[config.mk]
export PLATFORM = sky130hd
export DESIGN_NAME = slope_sync_ctrl
export DESIGN_NICKNAME = d
export VERILOG_FILES = /design/src/rtl/slope_sync_ctrl.sv
export SDC_FILE = /design/constraint.sdc
export NUM_CORES = 1
export LEC_CHECK = 0
export BUFFER_PORTS_ARGS = -buffer_cell sky130_fd_sc_hd__buf_4
export CAP_MARGIN = 15
export CORE_MARGIN = 1.5
export CORE_UTILIZATION = 25
export DETAILED_ROUTE_END_ITERATION = 6
export GPL_TIMING_DRIVEN = 0
export HOLD_SLACK_MARGIN = 0.06
export PLACE_DENSITY = 0.41
export SLEW_MARGIN = 20
export SYNTH_ARGS = -nofsm -noshare
export SYNTH_HDL_FRONTEND = slang
export SYNTH_SLANG_ARGS = --single-unit
[constraint.sdc]
create_clock -name clk -period 5.6 [get_ports clk]
set_input_delay 0.28 -clock clk [delete_from_list [all_inputs] [get_ports clk]]
set_output_delay 0.28 -clock clk [all_outputs]
set_load 0.005 [all_outputs]
[src/rtl/slope_sync_ctrl.sv]
// Qualifies slope-detector flags into edge events, measures the rising-edge period and tracks lock.
// Optional feature macro: SLOPE_SYNC_TIMEOUT_EN (drop lock when no rising edge arrives within 2x the last period).
module slope_sync_ctrl #(
  parameter int CNT_W    = 16,
  parameter int QUAL_LEN = 3,
  parameter int HOLDOFF  = 32,
  parameter int LOCK_CNT = 4,
  parameter int TOL      = 8
) (
  input  logic             clk,
  input  logic             reset,
  input  logic             i_en,
  input  logic             i_pos_slope,
  input  logic             i_neg_slope,
  output logic             o_edge_pos,
  output logic             o_edge_neg,
  output logic [CNT_W-1:0] o_period,
  output logic             o_period_vld,
  output logic             o_locked,
  output logic             o_sync_pulse,
  output logic             o_lock_lost
);

  localparam int QW = $clog2(QUAL_LEN + 1);
  localparam int HW = $clog2(HOLDOFF + 1);
  localparam int MW = $clog2(LOCK_CNT + 1);
  localparam int XW = CNT_W + 1;

  localparam logic [QW-1:0]    QUAL_LAST = QW'(QUAL_LEN - 1);
  localparam logic [HW-1:0]    HOLD_LAST = HW'(HOLDOFF - 1);
  localparam logic [MW-1:0]    MATCH_MAX = MW'(LOCK_CNT);
  localparam logic [CNT_W-1:0] CNT_MAX   = {CNT_W{1'b1}};
  localparam logic [CNT_W-1:0] CNT_ONE   = CNT_W'(1);
  localparam logic [XW-1:0]    TOL_X     = XW'(TOL);

  typedef enum logic [1:0] {
    S_IDLE = 2'd0,
    S_HUNT = 2'd1,
    S_QUAL = 2'd2,
    S_HOLD = 2'd3
  } state_t;

  state_t           state_r;
  logic             dir_r;
  logic [QW-1:0]    qcnt_r;
  logic [HW-1:0]    hcnt_r;
  logic [CNT_W-1:0] cnt_r;
  logic [CNT_W-1:0] prev_r;
  logic             prev_vld_r;
  logic             have_ref_r;
  logic [MW-1:0]    match_r;
  logic             lock_lost_r;

  logic             flag_sel_s;
  logic             flag_opp_s;
  logic             one_hot_s;
  logic             fire_s;
  logic             fire_neg_s;
  logic             fire_pos_s;
  logic             cnt_sat_s;
  logic [CNT_W-1:0] cnt_next_s;
  logic [XW-1:0]    diff_s;
  logic             in_tol_s;
  logic [MW-1:0]    match_next_s;

  // dir_r=1 means the qualification run is tracking the falling-slope flag
  assign flag_sel_s   = dir_r ? i_neg_slope : i_pos_slope;
  assign flag_opp_s   = dir_r ? i_pos_slope : i_neg_slope;
  assign one_hot_s    = i_pos_slope ^ i_neg_slope;
  assign fire_pos_s   = fire_s & ~fire_neg_s;
  assign cnt_sat_s    = (cnt_r == CNT_MAX);
  assign cnt_next_s   = cnt_sat_s ? cnt_r : cnt_r + CNT_ONE;
  assign diff_s       = ({1'b0, cnt_r} >= {1'b0, prev_r}) ? ({1'b0, cnt_r} - {1'b0, prev_r})
                                                          : ({1'b0, prev_r} - {1'b0, cnt_r});
  assign in_tol_s     = prev_vld_r && (diff_s <= TOL_X);
  assign match_next_s = (match_r == MATCH_MAX) ? MATCH_MAX : match_r + MW'(1);
  assign o_sync_pulse = o_edge_pos & o_locked;
  assign o_lock_lost  = lock_lost_r;

`ifdef SLOPE_SYNC_TIMEOUT_EN
  logic timeout_s;
  assign timeout_s = o_locked && prev_vld_r && ({1'b0, cnt_r} > {prev_r, 1'b0});
`endif

  // Edge qualification decision for the current sample
  always_comb begin
    fire_s     = 1'b0;
    fire_neg_s = 1'b0;
    case (state_r)
      S_HUNT: begin
        if (one_hot_s && (QUAL_LEN == 1)) begin
          fire_s     = 1'b1;
          fire_neg_s = i_neg_slope;
        end else begin
          fire_s     = 1'b0;
          fire_neg_s = 1'b0;
        end
      end
      S_QUAL: begin
        if (flag_sel_s && !flag_opp_s && (qcnt_r == QUAL_LAST)) begin
          fire_s     = 1'b1;
          fire_neg_s = dir_r;
        end else begin
          fire_s     = 1'b0;
          fire_neg_s = 1'b0;
        end
      end
      default: begin
        fire_s     = 1'b0;
        fire_neg_s = 1'b0;
      end
    endcase
  end

  // Qualification FSM, period measurement and lock tracking
  always_ff @(posedge clk) begin
    if (reset) begin
      state_r      <= S_IDLE;
      dir_r        <= 1'b0;
      qcnt_r       <= {QW{1'b0}};
      hcnt_r       <= {HW{1'b0}};
      cnt_r        <= {CNT_W{1'b0}};
      prev_r       <= {CNT_W{1'b0}};
      prev_vld_r   <= 1'b0;
      have_ref_r   <= 1'b0;
      match_r      <= {MW{1'b0}};
      lock_lost_r  <= 1'b0;
      o_edge_pos   <= 1'b0;
      o_edge_neg   <= 1'b0;
      o_period     <= {CNT_W{1'b0}};
      o_period_vld <= 1'b0;
      o_locked     <= 1'b0;
    end else if (!i_en) begin
      // o_period deliberately holds across a disable
      state_r      <= S_IDLE;
      prev_vld_r   <= 1'b0;
      have_ref_r   <= 1'b0;
      match_r      <= {MW{1'b0}};
      lock_lost_r  <= 1'b0;
      o_edge_pos   <= 1'b0;
      o_edge_neg   <= 1'b0;
      o_period_vld <= 1'b0;
      o_locked     <= 1'b0;
    end else begin
      o_edge_pos   <= fire_pos_s;
      o_edge_neg   <= fire_s & fire_neg_s;
      o_period_vld <= 1'b0;
      lock_lost_r  <= 1'b0;
      cnt_r        <= cnt_next_s;

      case (state_r)
        S_IDLE: state_r <= S_HUNT;
        S_HUNT: begin
          if (fire_s) begin
            state_r <= S_HOLD;
            hcnt_r  <= {HW{1'b0}};
          end else if (one_hot_s) begin
            state_r <= S_QUAL;
            dir_r   <= i_neg_slope;
            qcnt_r  <= QW'(1);
          end else begin
            state_r <= S_HUNT;
          end
        end
        S_QUAL: begin
          if (fire_s) begin
            state_r <= S_HOLD;
            hcnt_r  <= {HW{1'b0}};
          end else if (flag_sel_s && !flag_opp_s) begin
            qcnt_r  <= qcnt_r + QW'(1);
          end else begin
            state_r <= S_HUNT;
          end
        end
        S_HOLD: begin
          if (hcnt_r == HOLD_LAST) begin
            state_r <= S_HUNT;
          end else begin
            hcnt_r  <= hcnt_r + HW'(1);
          end
        end
        default: state_r <= S_IDLE;
      endcase

      if (fire_pos_s) begin
        cnt_r <= CNT_ONE;
        if (!have_ref_r) begin
          have_ref_r <= 1'b1;
        end else if (cnt_sat_s) begin
          // Overflowed interval is not a usable period
          match_r    <= {MW{1'b0}};
          o_locked   <= 1'b0;
          prev_vld_r <= 1'b0;
        end else begin
          o_period     <= cnt_r;
          o_period_vld <= 1'b1;
          prev_r       <= cnt_r;
          prev_vld_r   <= 1'b1;
          if (in_tol_s) begin
            match_r  <= match_next_s;
            o_locked <= (match_next_s == MATCH_MAX);
          end else begin
            match_r  <= {MW{1'b0}};
            o_locked <= 1'b0;
          end
        end
      end
`ifdef SLOPE_SYNC_TIMEOUT_EN
      else if (timeout_s) begin
        o_locked    <= 1'b0;
        match_r     <= {MW{1'b0}};
        prev_vld_r  <= 1'b0;
        lock_lost_r <= 1'b1;
      end
`endif
    end
  end

endmodule

## Word-level counts from Yosys, hierarchy flattened

Index checks and enable logic that the tools add are counted.
Widths: inputs -> output; s select.

| storage, ports and cells | value |
|---|---|
| register bits | 52 |

| operators by class | value |
|---|---|
| reduce and logical (&&, ||, !) cells | 17 |
| bitwise operators | 10 |
| magnitude comparators | 2 |
| equality and inequality tests | 17 |
| multiplexer cells | 29 |
| add/sub/neg operators | 6 |

Operators with widths:

| kind | number |
|---|---|
| $sub 16x16->17 | 2 |
| $mux 16 | 2 |
| $mux 2 | 9 |
| $le 17x4->1 const B | 1 |
| $mux 17 | 1 |
| $add 16x1->16 const B | 1 |
| $eq 16x16->1 const B | 1 |
| $ge 16x16->1 | 1 |
| $ne 2x2->1 const B | 7 |
| $mux 6 | 2 |
| $pmux 6 s2 | 1 |
| $reduce_and 4->1 | 3 |
| $mux 1 | 9 |
| $mux 3 | 3 |
| $pmux 2 s4 | 1 |
| $add 6x1->6 const B | 1 |
| $eq 2x2->1 const B | 3 |
| $eq 3x3->1 const B | 2 |
| $eq 6x5->1 const B | 1 |
| $not 1->1 | 6 |
| $reduce_and 2->1 | 3 |
| $reduce_and 6->1 | 1 |
| $pmux 2 s2 | 1 |
| $reduce_bool 2->1 | 2 |
| 12 further kinds | 17 |

## Logic depth before layout (Yosys ltp)

Gate-level depths: netlist of run 1.

| logic depth | value |
|---|---|
| word-level depth | 10 |
| gate-level depth with buffers | 13 |
| gate-level depth less buffers | 12 |

## Worst setup path before layout of run 1

Ideal clock, no wire load.

| path | value |
|---|---|
| kind | reg-to-reg |
| start | reg prev_r[2] |
| end | reg match_r[0] |
| setup time | 58 ps |
| path slack | 2,519 ps |
| cell stages (with the launch flop) | 14 |
| buffers on the path | 1 |
| arrival time | 3,023 ps |
| cells stage by stage | dfxtp_1 > inv_1 > ha_1 > buf_2 > nor2_1 > a211oi_2 > nor3_1 > o31ai_1 > a21oi_1 > xnor2_1 > or4_1 > a2111oi_4 > and3_1 > mux2_2 |

| on the way | value |
|---|---|
| longest elaborated chain between the ends | 6 |
| elaborated cells on any way between the ends | 8 |
| classes of those cells | add/sub: 2; order compare: 2; mux: 3; reduce/logical: 1 |

RTL lines:

| what | RTL line | text |
|---|---|---|
| start, declared | 48 | `logic [CNT_W-1:0] prev_r;` |
| start signal, assigned | 123 | `prev_r <= {CNT_W{1'b0}};` |
| start signal, assigned | 197 | `prev_r <= cnt_r;` |
| $sub 16x16->17, or another cell as far along | 74 | `: ({1'b0, prev_r} - {1'b0, cnt_r});` |
| $mux 17 * | 73 | `assign diff_s = ({1'b0, cnt_r} >= {1'b0, prev_r}) ? ({1'b0, cnt_r} - {1'b0, prev_r})` |
| $le 17x4->1 * | 75 | `assign in_tol_s = prev_vld_r && (diff_s <= TOL_X);` |
| $logic_and 1x1->1 * | 75 |  |
| $mux 3 * | 199 | `if (in_tol_s) begin` |
| $mux 3 * | 189 | `end else if (cnt_sat_s) begin` |
| end signal, assigned | 191 | `match_r <= {MW{1'b0}};` |
| end signal, assigned | 200 | `match_r <= match_next_s;` |
| end signal, assigned | 203 | `match_r <= {MW{1'b0}};` |
| end, declared | 51 | `logic [MW-1:0] match_r;` |

Mark *: on every way between the ends. The rest lies on a longest branch, timed or not.
A chain may end at the register's enable or synchronous reset.

## Worst setup path in the final report of run 1

| path | value |
|---|---|
| start | reg prev_r[1] |
| end | reg match_r[0] |

Same word-level chain as after synthesis.

==> results summary, run 1 <==
The number of search-and-repair iterations in the first detailed-routing pass is 4. Once detail routing completed, the nets flagged for antenna violations numbered 0. The iteration-0 DRC count of the detailed router is 194. The final route contains 3621 vias. The chip width came out at 130.0 um.

The count of endpoints failing hold in the final timing report came out at 0. The number of failing setup endpoints in the final timing report came out at 0. The largest net degree at the start of global routing came out at 18. The root cell of the clock tree is sky130_fd_sc_hd__clkbuf_16.

The I/O pin count came out at 27. Relative to the synthesized area, the layout overhead comes to 15.43%. The class of the most critical setup path is flip-flop to flip-flop. The final period demand of the worst path is 3.848 ns. The endpoint of the worst hold-timing path is dir_r. The via count of the first global-routing pass came to 3427. The first-pass GRT wire length came out at 18.26 mm. The mean instance size in the synthesized netlist came out at 7.575 sq um.

The clock net sink count is 52. The share of synthesized flip-flops with an asynchronous set or reset came out at 0. The required time of the critical path came out at 5.85 ns. The initial antenna violation count came to 0. Along the worst path, the maximum fanout reaches 4. The flow ran to the end, and the final reports show no timing, DRC or antenna violations. The synthesis warning total came out at 0. The total track usage is 0.1401.

The unique cell type count in the Yosys netlist is 64. The part of the Yosys area used for sequential elements came out at 0.2583. In this run the critical register-to-register path is captured at match_r[0]. The clock passes through at most 2 buffers. The final-layout fill cell count came out at 1722. The setup fix buffers added after clock tree synthesis is 0. The total power divided by cell area came out at 179.2 nW/um^2. The worst setup path is launched from a flip-flop. The number of standard cells in the final layout excluding fillers came out at 780. The standard cell with the maximum stage delay on the critical path is sky130_fd_sc_hd__a211oi_1. The path class of the tightest hold or removal check is primary input to flip-flop.

The sum of overflow across all layers after global routing is 0. The most used flip-flop cell after synthesis is sky130_fd_sc_hd__dfxtp_1. The synthesized flop and latch total came out at 52. The data arrival at the endpoint of the critical path is 4.10 ns. The worst relative slew slack is 0.3546.

For this run, the slowest stage of the critical path takes 0.66 ns. The highest ir drop seen on vdd came out at 0.08733 mV. The total of cells resized after clock tree synthesis came out at 0. TritonCTS built the clock tree. Input and output buffers added on the ports amount to 24. The congestion estimate from routability-driven global placement came to 0.8328. Based on the critical path, the design can be clocked at up to 259.9 MHz. The CTS buffer count is 5. The max-slew violation total from the final report was 0. The CTS H-tree depth came out at 2. Setup repair after global routing left no endpoint under its margin. Detailed placement ended at an HPWL of 9.056 mm.

The synthesized instance count is 532. The area occupied by registers is 1041 sq um. The antenna diode count is 0. Walking the worst path, the cells encountered are inv_1 > ha_1 > nor2b_1 > o211a_1 > a211oi_1 > o221ai_1 > nor4_1 > nand4b_1 > a2111oi_4 > and3_1 > mux2_2. Of the available clock period, the critical path in the final layout requires 0.6872. The number of buffers added to fix hold violations after cts came out at 0.

The flop-to-flop setup slack is 1.75 ns. The worst clock skew on the final layout came out at 0.006055 ns. The register clock-pin slew on the reported worst setup and hold paths came out at 0.08 ns. The number of placed instances, taps included is 772. The average routed wire per standard cell came out at 14.52 um. The startpoint identified for the worst register-to-register timing path is prev_r[1]. The insertion delay of the later-clocked pin in the worst-skew pair came out at 0.30 ns. The element type at the critical path end is a flip-flop. The synthesized netlist net count came out at 578.

Yosys mapped a number of flops with a built-in enable equal to 0. The die covers 16890 sq um. The cell depth of the worst flop-to-flop path is 11.

For this run, the post-layout net count is 609. For the pin with the worst max-slew slack, the measured transition is 0.9607 ns. After floorplanning, the core was divided into 46 placement rows. The initial standard-cell utilization of the core came out at 0.2546. For this run, design rule violations remaining after detail routing come to 0.

The analysis attributes to cell leakage a power of 1.884 nW. Summing all multi-input logic gate instances after layout gives 2704 sq um. The source of the worst hold timing path is i_neg_slope. The synthesized netlist occupies a cell area of 4030 sq um.

The worst hold path passes through 3 cells. The height of the die came out at 130.0 um. The setup TNS came out at 0 ns. The per-cell via count in the routed design came out at 4.642.

Across the run, the number of max-cap violations was 0. Of the cells placed in the final design, the portion with a size suffix greater than 1 is 0.1028. After floorplanning, the core was sized to cover 15830 sq um. The detailed-route wire length came out at 11.32 mm.
[per-stage QoR]
stage	area, sq um	hold slack, ns	worst slack [ns]	utilization	total power, mW
floorplan	4030	0.4178	2.519	-	0.4473
global placement	4481	0.4325	1.835	0.2831	0.4709
detailed placement	4481	0.4420	1.850	0.2831	0.4712
CTS	4652	0.2415	1.822	0.2939	0.8489
global route	4652	0.2512	1.556	0.2939	0.8663
finish	4652	0.2523	1.752	0.2939	0.8337
[how the worst max path moves through the flow]
stage	depth (start not counted)	to	slack [ns]	from
floorplan	13	match_r[0]	2.52	prev_r[2]
CTS	11	match_r[0]	1.82	prev_r[1]
global placement	11	match_r[0]	1.83	prev_r[1]
global route	11	match_r[0]	1.56	prev_r[1]
detailed placement	11	match_r[0]	1.85	prev_r[1]
finish	11	match_r[0]	1.75	prev_r[1]
[cells in the final DEF, fill, tap and decap left out, types with 5 or more instances in the layout]
cell type	synthesis	layout
sky130_fd_sc_hd__a21oi_1	54	54
sky130_fd_sc_hd__clkbuf_1	11	11
sky130_fd_sc_hd__nor3_1	11	11
sky130_fd_sc_hd__nand3b_1	5	5
sky130_fd_sc_hd__inv_1	45	45
sky130_fd_sc_hd__xnor2_1	25	25
sky130_fd_sc_hd__clkbuf_16	0	5
sky130_fd_sc_hd__nand2_1	75	75
sky130_fd_sc_hd__o21a_1	5	5
sky130_fd_sc_hd__buf_2	6	6
sky130_fd_sc_hd__ha_1	41	41
sky130_fd_sc_hd__nand3_1	13	13
sky130_fd_sc_hd__and3_1	5	5
sky130_fd_sc_hd__o21ai_0	24	24
sky130_fd_sc_hd__xor2_1	6	6
sky130_fd_sc_hd__nand4_1	12	12
sky130_fd_sc_hd__nand2b_1	8	8
sky130_fd_sc_hd__buf_4	3	27
sky130_fd_sc_hd__a21o_1	9	9
sky130_fd_sc_hd__nor2_1	49	49
sky130_fd_sc_hd__dfxtp_1	52	52
[flip-flops by register name, summed over array words and instances (netlist names), 2 cells and up]
register and flops:
cnt_r 16, match_r 3, qcnt_r 2, state_r 2, prev_r 16, hcnt_r 6
[worst max-delay path, delay by kind of cell (launching register included)]
family          cells  cell delay, ns
compound gates      4            1.64
simple gates        4            1.23
flops               1            0.39
fa+ha+maj           1            0.33
mux                 1            0.15
buf+inv             1            0.06
[cell type report]
type                    count  share of cell area
inverters                  45             0.03631
clock buffers               5             0.02690
flip-flops and latches     52              0.2238
well taps                 216             0.05810
multi-input cells         413              0.5812
plain buffers              22             0.02501
repair buffers             24             0.03873
clock inverters             3            0.009952
[where the power goes]
part | total (mW) | switching [mW] | internal, mW
Clock | 0.372 | 0.158 | 0.214
Sequential | 0.374 | 0.00262 | 0.371
Combinational | 0.0877 | 0.0532 | 0.0345
Total | 0.834 | 0.214 | 0.620
[Yosys cell counts, drive strengths merged (2+ instances only)]
master	count	area share
a211o	2	0.0043
a211oi	5	0.012
a21o	9	0.017
a21oi	55	0.069
a221o	2	0.0050
a22o	2	0.0043
a31oi	3	0.0084
and2	2	0.0031
and3	5	0.0078
buf	11	0.019
clkbuf	11	0.010
dfxtp	52	0.26
ha	41	0.13
inv	45	0.042
mux2i	3	0.0075
nand2	76	0.071
nand2b	8	0.012
nand3	13	0.016
nand3b	5	0.0093
nand4	14	0.029
nor2	49	0.046
nor2b	2	0.0031
nor3	11	0.014
nor3b	2	0.0037
nor4	3	0.0047
o211a	2	0.0050
o211ai	2	0.0037
o21a	5	0.0093
o21ai	28	0.035
o21bai	4	0.0084
o31a	3	0.0065
or2	2	0.0037
or3	4	0.0062
or4	2	0.0037
xnor2	25	0.054
xor2	6	0.013
[metal layers]
layer  share of wire  global-route usage  up-vias
met5               0                   0        -
met4           0.011             0.03268        0
met3           0.039             0.02419        8
met2            0.45              0.2176       54
met1            0.50              0.2013     1672
li1                -                   -     1887
[kinds of logic after synthesis]
group                      count (synthesis)  share of synthesized area
xor gates and xnor gates                  31                    0.06737
buffers and inverters                     67                    0.07078
muxes                                      4                    0.01025
other                                      1                  0.0009305
AOI/OAI and AO/OA                        133                     0.2192
and+or+nand+nor                          203                     0.2459
DFF                                       52                     0.2583
adders and majority gates                 41                     0.1273
No activity file was read; power rests on OpenSTA's default activity.
==> run 2, diff against run 1 <==
- clock period: 5.6 -> 3.75 ns (I/O delays scaled with it)
==> run 2 against run 1 <==
Hold slack got worse by 0.093 ns. Combinational power increased by 51%. Core utilization increased by 0.079 points. Sequential share of layout area decreased by 0.060 points. Register-to-register slack got worse by 1.5 ns. Cell count decreased by 0.13%. Maximum frequency increased by 9.0%. Routed wire length decreased by 0.20%. First-iteration DRC count increased by 18%.
==> results summary, run 2 (synthesized netlist as in run 1, its figures left out) <==
The flop-to-flop setup slack came out at 0.22 ns (-1.53 ns). The max-slew violation total from the final report came out at 0 (unchanged). The worst slack after detailed placement is 0.0001894 ns (-1.850 ns). The top cell types in the final layout, fill and taps aside, are sky130_fd_sc_hd__nand2_1, sky130_fd_sc_hd__a21oi_1, sky130_fd_sc_hd__dfxtp_1.

The post-route total power came out at 1.246 mW (+49%). The worst setup path is launched from a flip-flop. The count of endpoints failing hold in the final timing report was 0 (unchanged). The area occupied by registers was 1041 sq um (unchanged).

The height of the die came to 130.0 um (unchanged). In the final layout, the registers with the most flip-flops are cnt_r: 16 flops, prev_r: 16 flops, hcnt_r: 6 flops. The cell sitting at the root of the clock tree is a sky130_fd_sc_hd__clkbuf_16. The insertion delay of the later-clocked pin in the worst-skew pair is 0.31 ns (about the same). The path with the worst hold slack has its endpoint at dir_r. Setup repair after global routing left no endpoint under its margin. The net count reported at finish came out at 608 (-0.16%).

The utilization after layout is 0.2947 (+0.0007910). The chip width came out at 130.0 um (unchanged). The achievable frequency came to 283.3 MHz (+9.0%). The via count came out at 3604 (-0.47%). The CTS buffer count is 5 (unchanged). The area of the multi-input gates is 2720 sq um (+0.60%).

The total power divided by cell area came out at 267.2 nW/um^2 (+49%). The data arrival at the endpoint of the critical path is 3.78 ns (-0.32 ns). In this run the critical register-to-register path is launched from prev_r[2]. The number of nets with antenna violations after detailed routing came out at 0 (unchanged). The total track usage was 0.1398 (-0.0002602). The first-pass GRT wire length is 18.23 mm (-0.19%).

The worst-path maximum fanout is 8 (+4). The initial antenna violation count is 0 (unchanged). The synthesis-to-finish area growth came out at 15.74%.

The number of search-and-repair iterations in the first detailed-routing pass came out at 4 (unchanged). The clock net sink count came out at 52 (unchanged). The final period demand of the worst path came to 3.530 ns (-0.3181 ns).

The standby leakage power came out at 1.887 nW (+0.18%). The detailed-route wire length is 11.30 mm (-0.20%). The number of buffers inserted by port buffering came out at 24 (unchanged). The final-layout fill cell count is 1720 (-0.12%). The area inside the core boundary is 15830 sq um (unchanged).

The number of standard cells in the final layout excluding fillers is 779 (-0.13%). The sum of overflow across all layers after global routing was 0 (unchanged). The antenna diode count is 0 (unchanged). The count of max-cap constraint violations is 0 (unchanged). The CTS tree is yes. The worst relative slew slack is 0.3523 (-0.002358). The worst register-to-register path ends at match_r[0].

The iteration-0 DRC count of the detailed router is 228 (+18%). The slack of the critical path came out at 0.2200 ns (-1.532 ns). The per-cell via count in the routed design is 4.626 (-0.34%). The CTS H-tree depth came to 2 (unchanged). The cell depth of the worst min-delay path is 3 (unchanged). The transition time of the tightest slew-check pin came out at 0.9642 ns (+0.003510 ns). The cell depth of the worst flop-to-flop path came out at 13 (+2).

The highest ir drop seen on vdd came out at 0.1305 mV (+49%). The number of rows in the core area is 46 (unchanged). The largest net degree at the start of global routing is 18 (unchanged). The maximum clock insertion buffer count is 2 (unchanged).

The worst clock skew on the final layout came to 0.006025 ns (-0.00002959 ns). The I/O pin count was 27 (unchanged). The share of cells above drive strength 1 is 0.1083 (+0.005511).

The average routed wire per standard cell is 14.51 um (about the same). The worst setup path is of the flip-flop to flip-flop kind. The tightest min-delay check is of the primary input to flip-flop type. The initial standard-cell utilization of the core came out at 0.2546 (unchanged). The count of unresolved DRC violations after routing came out at 0 (unchanged).

The final estimated routing congestion in global placement came out at 0.8328 (unchanged). The half-perimeter wire length of the detailed placement result came to 9.056 mm (unchanged). STA classifies the critical path endpoint as a flip-flop. In this run the most critical hold path is launched from i_neg_slope. The run finished with clean final reports. The number of placed instances, taps included is 772 (unchanged). The via count of the first global-routing pass came out at 3429 (+0.058%). The register clock-pin slew on the reported worst setup and hold paths came out at 0.08 ns (about the same).

The library cell used most frequently in the layout, excluding fill and tap cells, is sky130_fd_sc_hd__nand2_1. The total die area is 16890 sq um (unchanged). The number of failing setup endpoints in the final timing report is 0 (unchanged). The required time of the critical path is 4.00 ns (-1.85 ns). The final period utilization came out at 0.9413 (+0.2542).
==> run 2: cell types whose count changed in the layout (fill, tap and decap cells not counted), sizes merged <==
cell / change
clkbuf: -1
==> run 2: timing repair <==
action	CTS	global route
setup buffers	0	0
resized for setup	1	2
setup endpoints to repair	2	3
pin swaps	0	0
hold buffers	0	0
==> run 2: worst max path at each step <==
stage               slack (ns)  cells after the start       start          to
floorplan                 0.67                     13   prev_r[2]  match_r[0]
global route            0.0005                     13  prev_r[11]  match_r[0]
detailed placement      0.0002                     11   prev_r[1]  match_r[0]
global placement         -0.02                     11   prev_r[1]  match_r[0]
finish                    0.22                     13   prev_r[2]  match_r[0]
CTS                       0.10                     13   prev_r[2]  match_r[0]
==> run 2: cell type report <==
| class | instances | share of cell area |
|---|---|---|
| clock buffers | 5 | 0.02682 |
| multi-input cells | 413 | 0.5832 |
| inverters | 45 | 0.03621 |
| clock inverters | 3 | 0.009925 |
| flip-flops and latches | 52 | 0.2232 |
| repair buffers | 24 | 0.03863 |
| plain buffers | 21 | 0.02414 |
| well taps | 216 | 0.05794 |
==> run 2: stage by stage <==
step	area, sq um	hold slack, ns	TNS (ns)
floorplan	4030	0.3314	0
global placement	4481	0.4325	-0.01503
detailed placement	4481	0.4420	0
CTS	4657	0.1490	0
global route	4664	0.1587	0
finish	4664	0.1596	0
==> run 2: worst max-delay path, stage by stage (launching register included) <==
cell and delay (ns):
sky130_fd_sc_hd__dfxtp_1 0.39, sky130_fd_sc_hd__inv_1 0.06, sky130_fd_sc_hd__ha_1 0.27, sky130_fd_sc_hd__buf_2 0.18, sky130_fd_sc_hd__nor2_1 0.08, sky130_fd_sc_hd__a211oi_2 0.37
sky130_fd_sc_hd__nor3_1 0.13, sky130_fd_sc_hd__o31ai_2 0.32, sky130_fd_sc_hd__a21oi_1 0.14, sky130_fd_sc_hd__xnor2_1 0.14, sky130_fd_sc_hd__or4_1 0.57, sky130_fd_sc_hd__a2111oi_4 0.43
sky130_fd_sc_hd__and3_1 0.25, sky130_fd_sc_hd__mux2_2 0.15
==> run 2: metal layers <==
metal | global-route usage | part of all wire | routed length, um | vias to the layer above
met5 | 0 | 0 | 0 | -
met3 | 0.02419 | 0.036 | 408 | 9
li1 | - | - | - | 1890
met4 | 0.03268 | 0.011 | 121 | 0
met1 | 0.2006 | 0.51 | 5740 | 1656
met2 | 0.2176 | 0.45 | 5030 | 49
==> run 2: report_power, final <==
part / internal [mW] / total (mW) / switching (mW)
sequential: 0.555 / 0.559 / 0.00392
combinational: 0.0522 / 0.132 / 0.0800
clock: 0.319 / 0.555 / 0.236
==> run 3, diff against run 2 <==
- BUFFER_PORTS_ARGS: -buffer_cell sky130_fd_sc_hd__buf_4 -> unset
- CORE_MARGIN: 1.5 -> 4
- DONT_BUFFER_PORTS: unset -> 1
- PLACE_DENSITY: 0.41 -> 0.39
==> run 3 against run 2 <==
Hold slack got worse by 0.029 ns. Power fell by 4.5%. Clock skew barely moved. Count of clock-buffer cells in the layout did not move. Routed wire length rose by 6.2%.
==> results summary, run 3 (synthesized netlist as in run 1, its figures left out) <==
The switching power as a share of total power came to 0.2770 (+0.02024). The number of placed instances, taps included came out at 748 (-3.1%). The net count reported at finish is 588 (-3.3%). The I/O pin count came out at 27 (unchanged). The max-slew violation total from the final report is 0 (unchanged). TritonCTS built the clock tree. The worst clock skew on the final layout came to 0.005624 ns (-0.0004012 ns).

The largest net degree at the start of global routing was 18 (unchanged). The min-delay analysis places its worst path in the category primary input to flip-flop. The CTS buffer count came out at 5 (unchanged).

The total power divided by cell area is 264.3 nW/um^2 (-1.1%). The proportion of power drawn by flip-flops and latches came to 0.469 (+0.021). The number of nets with antenna violations after detailed routing was 0 (unchanged). STA classifies the critical path startpoint as a flip-flop. The highest ir drop seen on vdd came out at 0.1621 mV (+24%).

The required time of the critical path is 4.01 ns (about the same). The maximum clock insertion buffer count was 2 (unchanged). The critical path goes through inv_1 > ha_1 > nor2_1 > a211oi_4 > nor3_1 > o31ai_2 > a21oi_1 > xnor2_1 > or4_1 > a2111oi_4 > and3_4 > mux2_2. The antenna diode count is 0 (unchanged). The count of max-cap constraint violations came out at 0 (unchanged).

The worst-path maximum fanout came out at 5 (-3). The critical path in this run is classified as flip-flop to flip-flop. The worst setup path is captured at a flip-flop. The area inside the core boundary is 15830 sq um (unchanged).

The initial antenna violation count came to 0 (unchanged). CTS placed an instance of sky130_fd_sc_hd__clkbuf_16 at the clock tree root. The longest individual stage delay on the worst path is 0.58 ns (about the same). The library cell used most frequently in the layout, excluding fill and tap cells, is sky130_fd_sc_hd__nand2_1. The clock net sink count is 52 (unchanged). The CTS H-tree depth came to 2 (unchanged). The placed cell area was 4300 sq um (-4.0%). The achievable frequency is 281.4 MHz (-0.66%). The final period demand of the worst path is 3.554 ns (+0.02349 ns). The register clock-pin slew on the reported worst setup and hold paths is 0.08 ns (about the same). Leaving out fill and tap cells, the most frequent cells in the layout are sky130_fd_sc_hd__nand2_1, sky130_fd_sc_hd__a21oi_1, sky130_fd_sc_hd__dfxtp_1. The half-perimeter wire length of the detailed placement result is 9.245 mm (+2.1%).

The first-pass GRT wire length is 18.91 mm (+3.7%). The number of standard cells in the final layout excluding fillers came to 759 (-2.6%). The standby leakage power came out at 1.762 nW (-6.6%).

The flow ran to the end, and the final reports show no timing, DRC or antenna violations. The total track usage is 0.1325 (-0.007303). The number of search-and-repair iterations in the first detailed-routing pass is 5 (+1). The per-cell via count in the routed design came out at 4.777 (+3.3%).

The insertion delay of the later-clocked pin in the worst-skew pair is 0.31 ns (about the same). The net switching component of the power came out at 0.3295 mW (+3.0%). The height of the die was 135.0 um (+3.8%). The number of rows in the core area came to 46 (unchanged).

The final estimated routing congestion in global placement came out at 0.8334 (about the same). The count of unresolved DRC violations after routing is 0 (unchanged). The detailed-route wire length is 12.00 mm (+6.2%). The utilization after layout is 0.2843 (-0.01036). The sum of overflow across all layers after global routing came to 0 (unchanged). The final period utilization came out at 0.9476 (+0.006264). The number of buffers inserted by port buffering is 0 (-100%). The data arrival at the endpoint of the critical path came out at 3.81 ns (+0.03 ns). The synthesis-to-finish area growth is 11.67%. The worst relative slew slack came to 0.3272 (-0.02508). The proportion of power drawn by the clock network came to 0.415 (-0.031).

The count of endpoints failing hold in the final timing report came to 0 (unchanged). The average routed wire per standard cell came out at 15.81 um (+9.0%). The via count of the first global-routing pass is 3517 (+2.6%). The number of failing setup endpoints in the final timing report came out at 0 (unchanged).

The iteration-0 DRC count of the detailed router came out at 238 (+4.4%). The largest registers in the layout are cnt_r: 16 flops, prev_r: 16 flops, hcnt_r: 6 flops. The flop-to-flop setup slack is 0.20 ns (-0.02 ns). The combinational fraction of design power came out at 0.115 (+0.009). The transition time of the tightest slew-check pin came out at 1.002 ns (+0.03733 ns). The initial standard-cell utilization of the core came out at 0.2546 (unchanged). The total die area came out at 18220 sq um (+7.8%). The chip width is 135.0 um (+3.8%). The share of cells above drive strength 1 came out at 0.07735 (-0.03100). The via count is 3626 (+0.61%). The internal portion of total power came to 0.8601 mW (-7.1%). The final non-filler cell area came out at 4501 sq um (-3.5%). The standard cell with the maximum stage delay on the critical path is sky130_fd_sc_hd__or4_1.
[run 3: cell count changes in the layout (fill, tap and decap cells not counted), sizes merged]
cell,delta
buf,-21
clkinvlp,+1
dlygate4sd3,+1
bufinv,-1
[run 3: power groups by stage]
| stage | sequential (mW) | clock [mW] | combinational [mW] |
|---|---|---|---|
| floorplan | 0.570 | 0 | 0.0976 |
| global placement | 0.572 | 0 | 0.128 |
| detailed placement | 0.572 | 0 | 0.128 |
| CTS | 0.558 | 0.516 | 0.130 |
| global route | 0.559 | 0.530 | 0.151 |
| finish | 0.558 | 0.494 | 0.137 |
[run 3: path summary, 6_finish.rpt]
check,from,endpoint,cells past startpoint
min,i_en,cnt_r[1],3
max,cnt_r[2],match_r[0],12
max reg2reg,cnt_r[2],match_r[0],12
min reg2reg,prev_vld_r,prev_vld_r,1
[run 3: metal layers]
metal | wire [um] | up-vias | share of wire | track usage
met4 | 167 | 0 | 0.014 | 0.03135
met1 | 5943 | 1706 | 0.50 | 0.1777
li1 | - | 1845 | - | -
met5 | 0 | - | 0 | 0
met3 | 472 | 10 | 0.039 | 0.03204
met2 | 5418 | 65 | 0.45 | 0.2157
[run 3: stage by stage]
step	worst slack (ns)	TNS, ns	power [mW]	hold WS (ns)
final	0.1965	0	1.190	0.1305
after global routing	-0.01701	-0.02484	1.240	0.1359
after CTS	0.06341	0	1.205	0.1154
after detailed placement	0.08940	0	0.7000	0.3439
after global placement	0.09352	0	0.6994	0.3412
after floorplan	0.6689	0	0.6680	0.3314
[run 3: critical path, delay by kind of cell, from the launching register on]
family	cells	cell delay, ns
buf+inv	1	0.13
fa+ha+maj	1	0.23
simple gates	4	1.51
mux	1	0.13
xor+xnor	1	0.08
compound gates	4	0.97
flops	1	0.44
[run 3: what timing repair did]
action	in CTS	in global routing
setup buffers	0	3
hold endpoints to repair	1	0
setup endpoints to repair	0	4
resized for setup	0	6
hold buffers	1	0
[run 3: cell type report]
cell class	instances	area (sq um)
buffer	21	112.6
clock buffer	5	125.1
clock inverter	3	21.27
fill	1704	11330
inverter	45	168.9
multi-input combinational	413	2726
sequential	52	1044
tap	216	270.3
timing repair buffer	4	32.53
